### config.mk
export PLATFORM = sky130hd
export DESIGN_NAME = fetch_stage_flat
export DESIGN_NICKNAME = d
export VERILOG_FILES = /design/src/rtl/fetch_stage_if.sv /design/src/rtl/fetch_stage.sv /design/src/flat_wrapper.sv
export SDC_FILE = /design/constraint.sdc
export NUM_CORES = 1
export LEC_CHECK = 0
export CORE_MARGIN = 8
export CORE_UTILIZATION = 38
export CTS_CLUSTER_SIZE = 40
export DETAILED_ROUTE_END_ITERATION = 7
export PLACE_DENSITY_LB_ADDON = 0.2
export REMOVE_ABC_BUFFERS = 1
export SLEW_MARGIN = 20
export SYNTH_ARGS = -nofsm -noshare
export SYNTH_HDL_FRONTEND = slang
export SYNTH_SLANG_ARGS = --single-unit
### constraint.sdc
create_clock -name clk -period 2 [get_ports clk]
set_input_delay 0.2 -clock clk [delete_from_list [all_inputs] [get_ports clk]]
set_output_delay 0.2 -clock clk [all_outputs]
set_load 0.005 [all_outputs]
### src/rtl/fetch_stage_if.sv
// fetch_stage_if: signal bundle between the fetch stage and its neighbours
// (next-PC block, hazard unit, decode, instruction memory).
// master = fetch stage side, slave = surrounding pipeline / test side.
interface fetch_stage_if;
   logic        pcen;
   logic [31:0] newpc;
   logic        pcclear;
   logic        halt;
   logic [31:0] imem_rdata;
   logic [31:0] pc;
   logic [31:0] imem_addr;
   logic [31:0] if_id_instr;
   logic [31:0] if_id_pc;
   logic [31:0] if_id_pc4;
   logic        if_id_valid;
   logic        halted;
   logic [15:0] fetch_cnt;
   logic [15:0] stall_cnt;
   logic [15:0] flush_cnt;

   modport master (
      input  pcen, newpc, pcclear, halt, imem_rdata,
      output pc, imem_addr, if_id_instr, if_id_pc, if_id_pc4, if_id_valid,
             halted, fetch_cnt, stall_cnt, flush_cnt
   );

   modport slave (
      output pcen, newpc, pcclear, halt, imem_rdata,
      input  pc, imem_addr, if_id_instr, if_id_pc, if_id_pc4, if_id_valid,
             halted, fetch_cnt, stall_cnt, flush_cnt
   );
endinterface

### src/rtl/fetch_stage.sv
// fetch_stage: architectural PC, instruction-memory address and IF/ID register.
// BOOT -> RUN -> HALT control; redirect flush beats halt beats stall beats fetch.
// Optional event counters are built when macro FETCH_STATS_EN is defined;
// otherwise the counter outputs are tied to zero.
module fetch_stage #(
   parameter logic [31:0] RESET_PC = 32'h0000_0000,
   parameter logic [31:0] NOP_WORD = 32'h0000_0000
) (
   input  logic          clk,
   input  logic          rst_n,
   fetch_stage_if.master bus
);

   typedef enum logic [1:0] {BOOT, RUN, HALT} state_t;
   typedef enum logic [2:0] {ACT_NONE, ACT_FLUSH, ACT_HALT, ACT_STALL, ACT_FETCH} act_t;

   state_t      state_q, state_d;
   act_t        act;

   // p0: architectural PC (fetch address); p1: IF/ID register contents
   logic [31:0] pc_p0;
   logic [31:0] instr_p1;
   logic [31:0] ifpc_p1;
   logic        vld_p1;
   logic        halted_q;

   // State register
   always_ff @(posedge clk or negedge rst_n) begin
      if (!rst_n) state_q <= BOOT;
      else        state_q <= state_d;
   end

   // Next-state logic: BOOT lasts one cycle, HALT is absorbing, redirect squashes halt
   always_comb begin
      state_d = state_q;
      case (state_q)
         BOOT:    state_d = RUN;
         RUN:     if (!bus.pcclear && bus.halt) state_d = HALT;
         HALT:    state_d = HALT;
         default: state_d = BOOT;
      endcase
   end

   // Output decode: select the action taken at this edge in RUN priority order
   always_comb begin
      act = ACT_NONE;
      if (state_q == RUN) begin
         if (bus.pcclear)    act = ACT_FLUSH;
         else if (bus.halt)  act = ACT_HALT;
         else if (!bus.pcen) act = ACT_STALL;
         else                act = ACT_FETCH;
      end
   end

   // ---- p0: PC register ----
   // PC loads newpc on fetch and on redirect, holds otherwise
   always_ff @(posedge clk or negedge rst_n) begin
      if (!rst_n) begin
         pc_p0 <= RESET_PC;
      end else if (act == ACT_FLUSH || act == ACT_FETCH) begin
         pc_p0 <= bus.newpc;
      end
   end

   // ---- p1: IF/ID register ----
   // IF/ID captures the fetched word, or a NOP bubble on flush/halt
   always_ff @(posedge clk or negedge rst_n) begin
      if (!rst_n) begin
         instr_p1 <= NOP_WORD;
         ifpc_p1  <= 32'h0000_0000;
         vld_p1   <= 1'b0;
      end else begin
         case (act)
            ACT_FLUSH: begin
               instr_p1 <= NOP_WORD;
               ifpc_p1  <= 32'h0000_0000;
               vld_p1   <= 1'b0;
            end
            ACT_HALT: begin
               instr_p1 <= NOP_WORD;
               vld_p1   <= 1'b0;
            end
            ACT_FETCH: begin
               instr_p1 <= bus.imem_rdata;
               ifpc_p1  <= pc_p0;
               vld_p1   <= 1'b1;
            end
            default: ;
         endcase
      end
   end

   // Halted flag rises on the edge that enters HALT and stays until reset
   always_ff @(posedge clk or negedge rst_n) begin
      if (!rst_n)               halted_q <= 1'b0;
      else if (act == ACT_HALT) halted_q <= 1'b1;
   end

   assign bus.pc          = pc_p0;
   assign bus.imem_addr   = pc_p0;
   assign bus.if_id_instr = instr_p1;
   assign bus.if_id_pc    = ifpc_p1;
   assign bus.if_id_pc4   = ifpc_p1 + 32'd4;
   assign bus.if_id_valid = vld_p1;
   assign bus.halted      = halted_q;

`ifdef FETCH_STATS_EN
   logic [15:0] fetch_cnt_q, stall_cnt_q, flush_cnt_q;

   // Event counters advance only on RUN edges and wrap at 16 bits
   always_ff @(posedge clk or negedge rst_n) begin
      if (!rst_n) begin
         fetch_cnt_q <= 16'h0000;
         stall_cnt_q <= 16'h0000;
         flush_cnt_q <= 16'h0000;
      end else begin
         if (act == ACT_FETCH) fetch_cnt_q <= fetch_cnt_q + 16'd1;
         if (act == ACT_STALL) stall_cnt_q <= stall_cnt_q + 16'd1;
         if (act == ACT_FLUSH) flush_cnt_q <= flush_cnt_q + 16'd1;
      end
   end

   assign bus.fetch_cnt = fetch_cnt_q;
   assign bus.stall_cnt = stall_cnt_q;
   assign bus.flush_cnt = flush_cnt_q;
`else
   assign bus.fetch_cnt = 16'h0000;
   assign bus.stall_cnt = 16'h0000;
   assign bus.flush_cnt = 16'h0000;
`endif

endmodule
### src/flat_wrapper.sv
// flat-port wrapper written by rule: the top's interface ports become plain ports
module fetch_stage_flat 
#(
   parameter logic [31:0] RESET_PC = 32'h0000_0000,
   parameter logic [31:0] NOP_WORD = 32'h0000_0000
)
  (clk, rst_n, bus_pcen, bus_newpc, bus_pcclear, bus_halt, bus_imem_rdata, bus_pc, bus_imem_addr, bus_if_id_instr, bus_if_id_pc, bus_if_id_pc4, bus_if_id_valid, bus_halted, bus_fetch_cnt, bus_stall_cnt, bus_flush_cnt);
  fetch_stage_if bus_i ();
  input  logic clk;
  input  logic rst_n;
  input wire logic [$bits(bus_i.pcen)-1:0] bus_pcen;
  input wire logic [$bits(bus_i.newpc)-1:0] bus_newpc;
  input wire logic [$bits(bus_i.pcclear)-1:0] bus_pcclear;
  input wire logic [$bits(bus_i.halt)-1:0] bus_halt;
  input wire logic [$bits(bus_i.imem_rdata)-1:0] bus_imem_rdata;
  output wire logic [$bits(bus_i.pc)-1:0] bus_pc;
  output wire logic [$bits(bus_i.imem_addr)-1:0] bus_imem_addr;
  output wire logic [$bits(bus_i.if_id_instr)-1:0] bus_if_id_instr;
  output wire logic [$bits(bus_i.if_id_pc)-1:0] bus_if_id_pc;
  output wire logic [$bits(bus_i.if_id_pc4)-1:0] bus_if_id_pc4;
  output wire logic [$bits(bus_i.if_id_valid)-1:0] bus_if_id_valid;
  output wire logic [$bits(bus_i.halted)-1:0] bus_halted;
  output wire logic [$bits(bus_i.fetch_cnt)-1:0] bus_fetch_cnt;
  output wire logic [$bits(bus_i.stall_cnt)-1:0] bus_stall_cnt;
  output wire logic [$bits(bus_i.flush_cnt)-1:0] bus_flush_cnt;
  assign bus_i.pcen = bus_pcen;
  assign bus_i.newpc = bus_newpc;
  assign bus_i.pcclear = bus_pcclear;
  assign bus_i.halt = bus_halt;
  assign bus_i.imem_rdata = bus_imem_rdata;
  assign bus_pc = bus_i.pc;
  assign bus_imem_addr = bus_i.imem_addr;
  assign bus_if_id_instr = bus_i.if_id_instr;
  assign bus_if_id_pc = bus_i.if_id_pc;
  assign bus_if_id_pc4 = bus_i.if_id_pc4;
  assign bus_if_id_valid = bus_i.if_id_valid;
  assign bus_halted = bus_i.halted;
  assign bus_fetch_cnt = bus_i.fetch_cnt;
  assign bus_stall_cnt = bus_i.stall_cnt;
  assign bus_flush_cnt = bus_i.flush_cnt;
  fetch_stage #(.RESET_PC(RESET_PC), .NOP_WORD(NOP_WORD)) u_core (.clk(clk), .rst_n(rst_n), .bus(bus_i));
endmodule
* Word level (Yosys, flattened, before mapping)
Index checks and enable logic that the tools add are counted.
** Storage, ports and cells
- Input bits :: 69
- Output and inout port bits :: 210
- Flip-flop bits (word level) :: 100
- Word-level logic and storage cells :: 29
** Operators by class
- Reduce and logical (&&, ||, !) cells :: 7
- $add $sub $neg :: 1
- Equal/unequal tests :: 6
- Muxes and demuxes :: 9
** Operators with widths (count)
- case mux 32 bit (2 select lines) :: 2
- adder 32 x 3 -> 32 bit, second input constant :: 1
- 2-to-1 mux 3 bit :: 4
- case mux 2 bit (3 select lines) :: 1
- nonzero test 2 bit :: 2
- equality test 3 x 1 -> 1 bit, second input constant :: 1
- equality test 3 x 2 -> 1 bit, second input constant :: 1
- equality test 3 bit, second input constant :: 1
- equality test 2 x 1 -> 1 bit, second input constant :: 1
- equality test 2 bit, second input constant :: 1
- logical NOT 2 bit :: 1
- 2-to-1 mux 2 bit :: 1
- != test 2 x 1 -> 1 bit, second input constant :: 1
- case mux 1 bit (2 select lines) :: 1
- OR reduction 2 bit :: 1
- logical AND 1 bit :: 1
- logical NOT 1 bit :: 1
- logical OR 1 bit :: 1

* Logic depth before layout (Yosys ltp)
- Word-level depth :: 7
- Depth in mapped cells :: 6
- Depth with buffers taken out :: 5

* Least setup slack after synthesis
No wires, ideal clock.
- Path type :: flip-flop to output port
- Start point :: reg u_core.ifpc_p1[2] (netlist: u_core.bus.if_id_pc[2])
- End point :: out bus_if_id_pc4[28]
- Setup slack :: 398 ps
- Cell stages (with the launch flop) :: 6
- Arrival time :: 1402 ps
- Required time :: 1800 ps
- Buffers on the path :: 0
- Cell sequence :: dfrtp_1 ha_1 nand3_1 nor2_1 nand4_1 xnor2_1
** Between the ends
- Longest elaborated chain between the ends :: 1
** Ends and longest elaborated chain
- from (decl) :: line fetch_stage.sv:23 : logic [31:0] ifpc_p1;
- from (signal assigned) :: line fetch_stage.sv:85 : ifpc_p1 <= pc_p0;
- adder 32 x 3 -> 32 bit :: line fetch_stage.sv:103 : assign bus.if_id_pc4 = ifpc_p1 + 32'd4;
- to (decl) :: line flat_wrapper.sv:20 : output wire logic [$bits(bus_i.if_id_pc4)-1:0] bus_if_id_pc4;
No other way between the ends.

* Worst setup path after layout
- Start point :: reg u_core.ifpc_p1[14] (netlist: u_core.bus.if_id_pc[14])
- End point :: out bus_if_id_pc4[31]
The elaborated chain is that of the path after synthesis.

==> results.ini <==
[status]
status=complete, but fails checks
violations=negative setup slack

[pwr]
finalPower_mw=11.0
vdd_ir_drop_max_mv=0.542
pwr_density_cell_nw_per_um2=1420
cellLeakagePower_nw=3.60

[floorplan]
fp.dieW_microns=129
ios=279
fp-row-count=41
coreArea_sq_um=12500
start_util_pct=38.6
dieArea_sq_um=16600
die_h_microns=129

[clocking]
cts-root-buf=clkbuf_16
cts_max_path_buffers=2
cts_tree=done
tritoncts.num_buffers=9
cts_sinks=100
path_clk_slew_ns=0.07
htree_levels=3
clk_latency_ns=0.34

[final_layout]
nFillCells=1045
diodes=0
drive_gt1_share_pct=24.4
final_area_sq_um=7770
syn2layout_area_growth_pct=60.9
nets=727
fin_cells=832

[routing]
via_count=3928
wl_mm=14.9
ant_nets=0
drc=0
avgRoutedWirePerCell_microns=17.9
via_per_inst=4.72
drtIter0Drc=143
first_pass_iters=4

[synth]
async_flop_share_pct=100
ys_ff_latch=100
ys_types=30
yosys_most_used_dff=dfrtp_1
yosys.area_share.simple_pct=7.18
ys_warn_count=0
synth_compound_area_share_pct=12.6
synth_top_family_by_area=buffers and inverters
yosysSeqAreaShare_pct=51.8
synthAdderAreaFrac_pct=0.777
synth-edff-count=0
synth-xor-area-share_pct=5.08
synth_area_per_cell_sq_um=12.1
synth_cells=399
synthMuxAreaShare_pct=7.46
syn_area_sq_um=4830

[timing]
fmax_mhz=480
grt_setup_unrepaired=true
finalWorstSetupSlack_ns=-0.0825
setup_violations=5
final_max_slew_viol_count=0
fin_skew_ns=0.00481
setup_tns_ns=-0.187
hold_violations=0
fin_crit_sh_pct=104
period_minus_slack_ns=2.08
fin_hold_ws_ns=0.354

[setup_path]
start_kind=flop
crit_path_end_kind=output pin
timing_worst_setup_path_type=reg -> out
critPathArrivalTime_ns=1.88
required_ns=1.80
crit_path_max_fanout=4

[placed_design]
place_area_sq_um=7240
dp.cells=792
dp_hpwl_mm=11.3
io_buffers=230
place.gp.congestion=0.756

[global_route]
grt_use_total_pct=17.3
grt_pass1_wl_mm=22.4
grt_max_degree=37
grt_overflow_total=0
grt_pass1_vias=4191
antenna_found_initial=0

[hold_path]
hold_class=in -> async

[flow_run]
cap_violations=0

==> cells by family (layout without fill, tap and decap cells) <==
logic type / Yosys count / after routing
AOI/OAI and AO/OA: 71 / 71
xor gates and xnor gates: 28 / 28
adders and majority gates: 3 / 3
buffers and inverters: 106 / 320
DFF: 100 / 100
muxes: 32 / 32
other: 1 / 48
and+or+nand+nor: 58 / 58
==> power breakdown <==
group | switching (mW) | internal [mW]
clock | 0.779 | 1.11
sequential | 0.790 | 2.88
combinational | 1.88 | 3.59
==> per-stage QoR <==
stage / setup WS (ns) / util, %
2_1_floorplan: -0.468 / -
3_3_place_gp: -0.0319 / 57.9
3_5_place_dp: -0.0895 / 57.9
4_1_cts: -0.130 / 61.5
5_1_grt: -0.166 / 62.1
6_report: -0.0825 / 62.1
==> worst paths after layout <==
path	start	end	slack (ns)	cells after the start
worst max-delay path	u_core.bus.if_id_pc[14]$_DFFE_PN0P_	bus_if_id_pc4[31]	-0.08	8
worst min-delay path	rst_n	u_core.bus.if_id_instr[11]$_DFFE_PN0P_	0.35	2
worst max register to register	u_core.state_q[0]$_DFFE_PN0P_	u_core.bus.imem_addr[31]$_DFFE_PN0P_	0.44	4
worst min register to register	u_core.bus.if_id_valid$_DFFE_PN0P_	u_core.bus.if_id_valid$_DFFE_PN0P_	0.48	1
max in group asynchronous	rst_n	u_core.bus.if_id_instr[4]$_DFFE_PN0P_	0.90	3
min in group clk	bus_imem_rdata[21]	u_core.bus.if_id_instr[21]$_DFFE_PN0P_	0.46	2
==> Yosys cell counts, types with 3 or more instances <==
cell      instances  area share, %
clkbuf_1          4           0.31
nand4_1          13            1.7
nand3_1          10            1.0
inv_1             7           0.54
nor2_1            7           0.54
o21ai_0           3           0.31
and2_1            3           0.39
buf_2            12            1.2
a22o_1           63             11
nand2_1          11           0.85
xnor2_1          20            3.6
nor4_1            3           0.39
dfrtp_1         100             52
buf_4            83             13
ha_1              3           0.78
xor2_1            8            1.5
and3_1            3           0.39
mux2_2           32            7.5
nor3_1            3           0.31
==> critical path, stage by stage, from the launching register on <==
cell and delay [ns]:
dfrtp_1 0.39, nand3_4 0.11, nor4_4 0.27, buf_4 0.18, buf_6 0.11, buf_6 0.08, nand4_1 0.11, xnor2_1 0.16
buf_2 0.13
==> final cells by class <==
cell class	instances	area, sq um	share of cell area, %
sequential	100	2500	32.2
inverter	7	26.3	0.338
clock inverter	7	97.6	1.26
timing repair buffer	297	2790	36.0
multi-input combinational	240	1910	24.6
clock buffer	9	225	2.90
tap	172	215	2.77
==> layout by cell type (no fill, tap or decap), types with 3 or more instances in the layout <==
cell type,n
dfrtp_1,100
buf_2,21
buf_6,9
nand4_1,13
nand2_1,9
conb_1,48
xor2_1,8
clkdlybuf4s50_1,201
buf_4,52
xnor2_1,18
and2_1,3
clkbuf_16,9
buf_12,6
inv_1,7
nand3_1,8
a22o_1,63
o21ai_0,3
clkbuf_2,3
nor4_4,3
nor2_1,4
mux2_2,32
==> flip-flops by register name (all words and copies together), names as in the netlist <==
| name | count |
|---|---|
| u_core.bus.if_id_valid | 1 |
| u_core.bus.if_id_pc | 32 |
| u_core.bus.halted | 1 |
| u_core.state_q | 2 |
| u_core.bus.imem_addr | 32 |
| u_core.bus.if_id_instr | 32 |
==> metal layers <==
| metal | track usage (%) | vias to the layer above | share of wire [%] |
|---|---|---|---|
| li1 | - | 1799 | - |
| met1 | 18.5 | 1898 | 37 |
| met2 | 29.5 | 215 | 49 |
| met3 | 7.90 | 16 | 13 |
| met4 | 6.15 | 0 | 1.6 |
| met5 | 0 | - | 0 |
==> timing repair <==
action / 4_1_cts / 5_1_grt
hold buffers: 1 / 0
setup buffers: 20 / 6
hold endpoints to repair: 34 / 0
pin swaps: 21 / 29
resized for setup: 107 / 20
setup endpoints to repair: 26 / 23
Note: power is estimated with default switching activity, not from simulation.
